[src/rtl/bzled_pattern_seq_if.sv]
// Host-side bus of the BZLED pattern sequencer: slot writes, playback control
// and the PWM settings handed on to perip_BZLED.
interface bzled_pattern_seq_if #(
    parameter int SLOTS = 8
);
    localparam int SW = $clog2(SLOTS);

    logic          wr_en;
    logic [SW+2:0] wr_addr;
    logic [31:0]   wr_data;
    logic          start;
    logic          stop;
    logic [SW:0]   num_slots;
    logic          loop_en;

    logic [31:0]   LED_FREQ_Set;
    logic [31:0]   BZ_FREQ_Set;
    logic [31:0]   LEDR_Puty_Set;
    logic [31:0]   LEDG_Puty_Set;
    logic [31:0]   LEDB_Puty_Set;
    logic          busy;
    logic [SW-1:0] slot_idx;
    logic          done;

    modport master (
        output wr_en, wr_addr, wr_data, start, stop, num_slots, loop_en,
        input  LED_FREQ_Set, BZ_FREQ_Set, LEDR_Puty_Set, LEDG_Puty_Set,
               LEDB_Puty_Set, busy, slot_idx, done
    );

    modport slave (
        input  wr_en, wr_addr, wr_data, start, stop, num_slots, loop_en,
        output LED_FREQ_Set, BZ_FREQ_Set, LEDR_Puty_Set, LEDG_Puty_Set,
               LEDB_Puty_Set, busy, slot_idx, done
    );
endinterface

[src/rtl/bzled_pattern_seq.sv]
// Plays host-loaded LED/buzzer pattern slots onto the perip_BZLED settings,
// holding each slot for its dwell time, then stopping or looping.
module bzled_pattern_seq #(
    parameter int SLOTS    = 8,
    parameter int TICK_DIV = 50000
) (
    input  logic               CLK,
    input  logic               RST_n,
    bzled_pattern_seq_if.slave io_bus
);
    localparam int SW = $clog2(SLOTS);
    localparam int PW = $clog2(TICK_DIV);
    localparam logic [PW-1:0] PRE_TC = PW'(TICK_DIV - 1);

    // state | meaning
    // IDLE  | outputs zero, waiting for start
    // PLAY  | a slot is on the outputs, dwell timers running
    typedef enum logic {IDLE, PLAY} state_t;

    state_t r_state, w_state_nxt;

    logic [31:0] r_led_freq [SLOTS];
    logic [31:0] r_bz_freq  [SLOTS];
    logic [31:0] r_ledr     [SLOTS];
    logic [31:0] r_ledg     [SLOTS];
    logic [31:0] r_ledb     [SLOTS];
    logic [15:0] r_dwell    [SLOTS];

    logic [31:0]   r_led_set, r_bz_set, r_r_set, r_g_set, r_b_set;
    logic [SW-1:0] r_slot_idx;
    logic [SW-1:0] r_last_idx;
    logic [PW-1:0] r_pre;
    logic [15:0]   r_dwell_cnt;
    logic          r_done;

    logic          w_load, w_clear, w_done, w_latch, w_slot_end;
    logic [SW-1:0] w_load_idx, w_last_idx, w_wr_slot;
    logic [2:0]    w_field;
    logic [15:0]   w_dwell_sel, w_dwell_init;

    assign w_field      = io_bus.wr_addr[2:0];
    assign w_wr_slot    = io_bus.wr_addr[SW+2:3];
    assign w_slot_end   = (r_state == PLAY) && (r_pre == '0) && (r_dwell_cnt == 16'd0);
    assign w_dwell_sel  = r_dwell[w_load_idx];
    assign w_dwell_init = (w_dwell_sel == 16'd0) ? 16'd0 : w_dwell_sel - 16'd1;

    always_comb begin
        if (io_bus.num_slots == '0)
            w_last_idx = '0;
        else if (io_bus.num_slots > (SW+1)'(SLOTS))
            w_last_idx = SW'(SLOTS - 1);
        else
            w_last_idx = SW'(io_bus.num_slots - (SW+1)'(1));
    end

    always_ff @(posedge CLK or negedge RST_n) begin
        if (!RST_n) r_state <= IDLE;
        else        r_state <= w_state_nxt;
    end

    // stop beats start, start beats the natural slot boundary
    always_comb begin
        w_state_nxt = r_state;
        w_load      = 1'b0;
        w_load_idx  = '0;
        w_clear     = 1'b0;
        w_done      = 1'b0;
        w_latch     = 1'b0;
        if (io_bus.stop) begin
            w_state_nxt = IDLE;
            w_clear     = 1'b1;
        end else if (io_bus.start) begin
            w_state_nxt = PLAY;
            w_load      = 1'b1;
            w_latch     = 1'b1;
        end else if (w_slot_end) begin
            if (r_slot_idx != r_last_idx) begin
                w_load     = 1'b1;
                w_load_idx = r_slot_idx + SW'(1);
            end else if (io_bus.loop_en) begin
                w_load = 1'b1;
            end else begin
                w_state_nxt = IDLE;
                w_clear     = 1'b1;
                w_done      = 1'b1;
            end
        end
    end

    always_ff @(posedge CLK or negedge RST_n) begin
        if (!RST_n) begin
            for (int i = 0; i < SLOTS; i++) begin
                r_led_freq[i] <= '0;
                r_bz_freq[i]  <= '0;
                r_ledr[i]     <= '0;
                r_ledg[i]     <= '0;
                r_ledb[i]     <= '0;
                r_dwell[i]    <= '0;
            end
        end else if (io_bus.wr_en) begin
            case (w_field)
                3'd0:    r_led_freq[w_wr_slot] <= io_bus.wr_data;
                3'd1:    r_bz_freq[w_wr_slot]  <= io_bus.wr_data;
                3'd2:    r_ledr[w_wr_slot]     <= io_bus.wr_data;
                3'd3:    r_ledg[w_wr_slot]     <= io_bus.wr_data;
                3'd4:    r_ledb[w_wr_slot]     <= io_bus.wr_data;
                3'd5:    r_dwell[w_wr_slot]    <= io_bus.wr_data[15:0];
                default: ;
            endcase
        end
    end

    // Slot loads read storage before this edge's write lands, so a colliding
    // write only shows up on the next load of that slot.
    always_ff @(posedge CLK or negedge RST_n) begin
        if (!RST_n) begin
            r_led_set   <= '0;
            r_bz_set    <= '0;
            r_r_set     <= '0;
            r_g_set     <= '0;
            r_b_set     <= '0;
            r_slot_idx  <= '0;
            r_last_idx  <= '0;
            r_pre       <= '0;
            r_dwell_cnt <= '0;
            r_done      <= 1'b0;
        end else begin
            r_done <= w_done;
            if (w_latch) r_last_idx <= w_last_idx;
            if (w_clear) begin
                r_led_set   <= '0;
                r_bz_set    <= '0;
                r_r_set     <= '0;
                r_g_set     <= '0;
                r_b_set     <= '0;
                r_slot_idx  <= '0;
                r_pre       <= '0;
                r_dwell_cnt <= '0;
            end else if (w_load) begin
                r_led_set   <= r_led_freq[w_load_idx];
                r_bz_set    <= r_bz_freq[w_load_idx];
                r_r_set     <= r_ledr[w_load_idx];
                r_g_set     <= r_ledg[w_load_idx];
                r_b_set     <= r_ledb[w_load_idx];
                r_slot_idx  <= w_load_idx;
                r_pre       <= PRE_TC;
                r_dwell_cnt <= w_dwell_init;
            end else if (r_state == PLAY) begin
                if (r_pre == '0) begin
                    r_pre       <= PRE_TC;
                    r_dwell_cnt <= r_dwell_cnt - 16'd1;
                end else begin
                    r_pre <= r_pre - PW'(1);
                end
            end
        end
    end

    assign io_bus.LED_FREQ_Set  = r_led_set;
    assign io_bus.BZ_FREQ_Set   = r_bz_set;
    assign io_bus.LEDR_Puty_Set = r_r_set;
    assign io_bus.LEDG_Puty_Set = r_g_set;
    assign io_bus.LEDB_Puty_Set = r_b_set;
    assign io_bus.busy          = (r_state == PLAY);
    assign io_bus.slot_idx      = r_slot_idx;
    assign io_bus.done          = r_done;
endmodule

[src/flat_wrapper.sv]
// flat-port wrapper written by rule: the top's interface ports become plain ports
module bzled_pattern_seq_flat 
#(
    parameter int SLOTS    = 8,
    parameter int TICK_DIV = 50000
)
  (CLK, RST_n, io_bus_wr_en, io_bus_wr_addr, io_bus_wr_data, io_bus_start, io_bus_stop, io_bus_num_slots, io_bus_loop_en, io_bus_LED_FREQ_Set, io_bus_BZ_FREQ_Set, io_bus_LEDR_Puty_Set, io_bus_LEDG_Puty_Set, io_bus_LEDB_Puty_Set, io_bus_busy, io_bus_slot_idx, io_bus_done);
  bzled_pattern_seq_if #(.SLOTS(SLOTS)) io_bus_i ();
  input  logic CLK;
  input  logic RST_n;
  input wire logic [$bits(io_bus_i.wr_en)-1:0] io_bus_wr_en;
  input wire logic [$bits(io_bus_i.wr_addr)-1:0] io_bus_wr_addr;
  input wire logic [$bits(io_bus_i.wr_data)-1:0] io_bus_wr_data;
  input wire logic [$bits(io_bus_i.start)-1:0] io_bus_start;
  input wire logic [$bits(io_bus_i.stop)-1:0] io_bus_stop;
  input wire logic [$bits(io_bus_i.num_slots)-1:0] io_bus_num_slots;
  input wire logic [$bits(io_bus_i.loop_en)-1:0] io_bus_loop_en;
  output wire logic [$bits(io_bus_i.LED_FREQ_Set)-1:0] io_bus_LED_FREQ_Set;
  output wire logic [$bits(io_bus_i.BZ_FREQ_Set)-1:0] io_bus_BZ_FREQ_Set;
  output wire logic [$bits(io_bus_i.LEDR_Puty_Set)-1:0] io_bus_LEDR_Puty_Set;
  output wire logic [$bits(io_bus_i.LEDG_Puty_Set)-1:0] io_bus_LEDG_Puty_Set;
  output wire logic [$bits(io_bus_i.LEDB_Puty_Set)-1:0] io_bus_LEDB_Puty_Set;
  output wire logic [$bits(io_bus_i.busy)-1:0] io_bus_busy;
  output wire logic [$bits(io_bus_i.slot_idx)-1:0] io_bus_slot_idx;
  output wire logic [$bits(io_bus_i.done)-1:0] io_bus_done;
  assign io_bus_i.wr_en = io_bus_wr_en;
  assign io_bus_i.wr_addr = io_bus_wr_addr;
  assign io_bus_i.wr_data = io_bus_wr_data;
  assign io_bus_i.start = io_bus_start;
  assign io_bus_i.stop = io_bus_stop;
  assign io_bus_i.num_slots = io_bus_num_slots;
  assign io_bus_i.loop_en = io_bus_loop_en;
  assign io_bus_LED_FREQ_Set = io_bus_i.LED_FREQ_Set;
  assign io_bus_BZ_FREQ_Set = io_bus_i.BZ_FREQ_Set;
  assign io_bus_LEDR_Puty_Set = io_bus_i.LEDR_Puty_Set;
  assign io_bus_LEDG_Puty_Set = io_bus_i.LEDG_Puty_Set;
  assign io_bus_LEDB_Puty_Set = io_bus_i.LEDB_Puty_Set;
  assign io_bus_busy = io_bus_i.busy;
  assign io_bus_slot_idx = io_bus_i.slot_idx;
  assign io_bus_done = io_bus_i.done;
  bzled_pattern_seq #(.SLOTS(SLOTS), .TICK_DIV(TICK_DIV)) u_core (.CLK(CLK), .RST_n(RST_n), .io_bus(io_bus_i));
endmodule
[config.mk]
export PLATFORM = sky130hd
export DESIGN_NAME = bzled_pattern_seq_flat
export DESIGN_NICKNAME = d
export VERILOG_FILES = /design/src/rtl/bzled_pattern_seq_if.sv /design/src/rtl/bzled_pattern_seq.sv /design/src/flat_wrapper.sv
export SDC_FILE = /design/constraint.sdc
export NUM_CORES = 2
export LEC_CHECK = 0
export CORE_MARGIN = 4
export CORE_UTILIZATION = 55
export DETAILED_ROUTE_END_ITERATION = 12
export PLACE_DENSITY = 0.78
export RECOVER_POWER = 100
export SLEW_MARGIN = 15
export SYNTH_ARGS = -nofsm -noshare
export SYNTH_HDL_FRONTEND = slang
export SYNTH_SLANG_ARGS = --single-unit
[constraint.sdc]
create_clock -name CLK -period 9.2 [get_ports CLK]
set_clock_uncertainty 0.2 [all_clocks]
set_input_delay 1.84 -clock CLK [delete_from_list [all_inputs] [get_ports CLK]]
set_output_delay 1.84 -clock CLK [all_outputs]
set_load 0.02 [all_outputs]
==> impl_results.md <==
- CTS buffer count: around 170
- Cell variety after synth: roughly 80
- Area of the multi-input gates: 0.0311 sq mm
- Core Box Area: 0.132 sq mm
- Async SR Flop Fraction: 1.00
- Tmin final: ~7400 ps
- R2R Path Start: u_core.io_bus.slot_idx[2]$_DFFE_PN0P_
- Number of port buffers: between 200 and 250
- Nets@finish: about 6700
- Final setup violation count: 0
- Final hold vios: 0
- Crit path from: io_bus_stop
- Post-synthesis sequential area ratio: 0.548
- Routed Antenna Nets: 0
- Slowest stage delay, CP: 2390 ps
- Gr ovfl total: 0
- Gr usage total: 0.285
- Hold crit path type: register to register
- DRC: 0
- HPWL after DPL: ~110000 um
- Top cells by area, synth: dfrtp_1 (55%), mux2_2 (22%), nand3_1 (4.5%)
- Peak VDD IR: approximately 0.00016 V
- Post-CTS sizing: 0
- CTS tree: built
- Post-Syn Area: around 0.073 sq mm
- H-tree Lvls: 4
- Vias/cell: 6.28
- Final WL: between 200000 and 250000 um
- TNS Setup: 0 ps
- Tcrit/Tclk final: 0.806
- Commonest non-fill, non-tap cell in the layout: dfrtp_1
- Yosys warning count: 0
- DR pass1 iterations: 7
- Vias in the first global route: approximately 54000
- First-pass GRT wire length: ~310000 um
- CP endpoint kind: register
- Worst-Margin Slew: roughly 4700 ps
- Syn Inst Count: 6733
- CP bufs+invs: 2
- CTS clk-pin slew, worst paths: around 60 ps
- Post-synth top area share: 0.548
- Post-synth top area cell: dfrtp_1
- Critical path class: primary input to register
- Pleak: slightly above 0.04 uW
- Area delta synth->final: 11.5%
- Syn avg cell area: 10.9 sq um
- Slowest-stage cell, CP: clkbuf_1
- RSZ-0062 raised after global routing: no
- Post CTS Setup Buffer Count: 0
- Slew Limit Fails: about 2400
- Storage element area: around 0.040 sq mm
- Full die area: ~0.14 sq mm
- Most used DFF post-synth: dfrtp_1
- Later-pin clock latency in the skew report: roughly 810 ps
- Post-synth EDFFs: 0
- Die height: approximately 370 um
- CTS root buffer: clkbuf_16
- Maximum clock frequency: roughly 130 MHz
- Max_cap viols: 56
- Worst path cell trace: dlygate4sd3_1 -> or2_0 -> nor4b_1 -> and4_1 -> nand2_4 -> clkbuf_1 -> nand2_1 -> a31oi_1 -> a211oi_1 -> mux2i_1 -> a21oi_1
- Hold Slack: between 200 and 300 ps
- Commonest cells after routing, fill and taps aside: dfrtp_1 (1608), mux2_2 (1401), nor2_1 (719), nand2_1 (713), nand3_1 (660)
- Iter 0 DRT Violations: between 5000 and 6000
- CP arrival: approximately 8000 ps
- CP Launch Type: primary input
- Initial Util: 0.556
- Status: finished, violations left
- Largest net degree at the start of global routing: about 190
- Detailed-route via count: roughly 54000
- Num rows: between 100 and 150
- DIE WIDTH: around 370 um
- Placed cell area: roughly 0.077 sq mm
- WL/cell: around 24 um
- CTS Buffer Depth: 3
- CTS Hold Bufs: 0
- Io pins: 213
- Violated checks: capacitance limit, slew limit
- Critical Path Fanout Max: between 60 and 70
- Clock sinks: around 1600
- Fin area: 0.0818 sq mm
- Share of cells above drive strength 1: 0.268
- Required time of the critical path: between 9000 and 10000 ps
- Slew HR: -2.16
- Power per cell area: about 210 mW/mm^2
- Hold path start: u_core.io_bus.LEDG_Puty_Set[17]$_DFFE_PN0P_
- Gpl congestion: 0.927
- Syn nets: 6787
- Delay-heaviest family, CP: buffers and inverters
- Antenna violations before repair: 16
- Number of fillers in the final layout: between 10000 and 15000
- Number of synthesized register bits: around 1600
-- final cells by class --
type | count | area share
inverters | 15 | 0.000688
well taps | 1755 | 0.0268
flip-flops and latches | 1608 | 0.492
diodes | 10 | 0.000306
multi-input cells | 4519 | 0.379
clock inverters | 54 | 0.00676
repair buffers | 315 | 0.0343
clock buffers | 245 | 0.0600
-- per-layer routing --
metal,vias to the layer above,track usage,part of all wire
li1,23010,-,-
met1,27664,0.379,0.41
met2,2344,0.460,0.47
met3,484,0.0571,0.080
met4,12,0.117,0.038
met5,-,0,0.00032
-- cells by family (layout without fill, tap and decap cells) --
kind of cell / Yosys count / after routing / share of synthesized area
flip-flops: 1608 / 1608 / 0.548
AND/OR/NAND/NOR: 2261 / 2261 / 0.133
adder cells (fa/ha/maj): 6 / 6 / 0.00102
multiplexers: 1429 / 1429 / 0.220
AO/OA/AOI/OAI: 807 / 807 / 0.0635
other: 0 / 10 / 0
XOR/XNOR: 16 / 16 / 0.00201
buffers and inverters: 606 / 629 / 0.0315
-- flip-flops by register name, summed over array words and instances, names as in the netlist, 3 cells and up --
name,count
u_core.io_bus.BZ_FREQ_Set,32
u_core.io_bus.LEDB_Puty_Set,32
u_core.io_bus.LEDG_Puty_Set,32
u_core.io_bus.LEDR_Puty_Set,32
u_core.io_bus.LED_FREQ_Set,32
u_core.io_bus.slot_idx,3
u_core.r_bz_freq,256
u_core.r_dwell,128
u_core.r_dwell_cnt,16
u_core.r_last_idx,3
u_core.r_led_freq,256
u_core.r_ledb,256
u_core.r_ledg,256
u_core.r_ledr,256
u_core.r_pre,16
-- power breakdown --
| group | internal [uW] | switching, uW | leakage [uW] |
|---|---|---|---|
| registers | 7970 | 524 | 0.0214 |
| clock network | 3920 | 2820 | 0.00271 |
| logic | 997 | 975 | 0.0162 |
-- synthesized netlist by cell type (all sizes together), types with 8 or more instances --
| cell | number |
|---|---|
| a21oi | 206 |
| o21ai | 370 |
| and3 | 9 |
| buf | 123 |
| mux2i | 8 |
| nand4 | 11 |
| mux2 | 1413 |
| and4 | 9 |
| mux4 | 8 |
| nor2 | 738 |
| a21o | 160 |
| nor3 | 24 |
| xnor2 | 13 |
| a31oi | 9 |
| dfrtp | 1608 |
| nor4 | 16 |
| nand2b | 13 |
| inv | 15 |
| nand2 | 728 |
| nand3 | 662 |
| nor3b | 8 |
| clkbuf | 468 |
| o22ai | 9 |
-- path summary, 6_finish.rpt --
path,end,slack (ps),depth (start not counted)
worst max register to register,u_core.r_dwell_cnt[12]$_DFFE_PN0P_,2720,10
min in group asynchronous,u_core.io_bus.LED_FREQ_Set[7]$_DFFE_PN0P_,830,1
max in group asynchronous,u_core.r_ledg[149]$_DFFE_PN0P_,2760,3
worst min register to register,u_core.io_bus.LEDG_Puty_Set[17]$_DFFE_PN0P_,270,1
worst min-delay path,u_core.io_bus.LEDG_Puty_Set[17]$_DFFE_PN0P_,270,1
worst max-delay path,u_core.r_dwell_cnt[12]$_DFFE_PN0P_,1780,11
-- metrics by stage --
step,std cells,util,power [uW],setup WS (ps)
2_1_floorplan,6733,-,9860,3900
3_3_place_gp,8211,0.581,10400,2710
3_5_place_dp,8211,0.581,10600,2550
4_1_cts,8510,0.622,17300,3370
5_1_grt,8511,0.620,17900,1590
6_report,8521,0.620,17200,1780
Note: power is estimated with default switching activity, not from simulation.
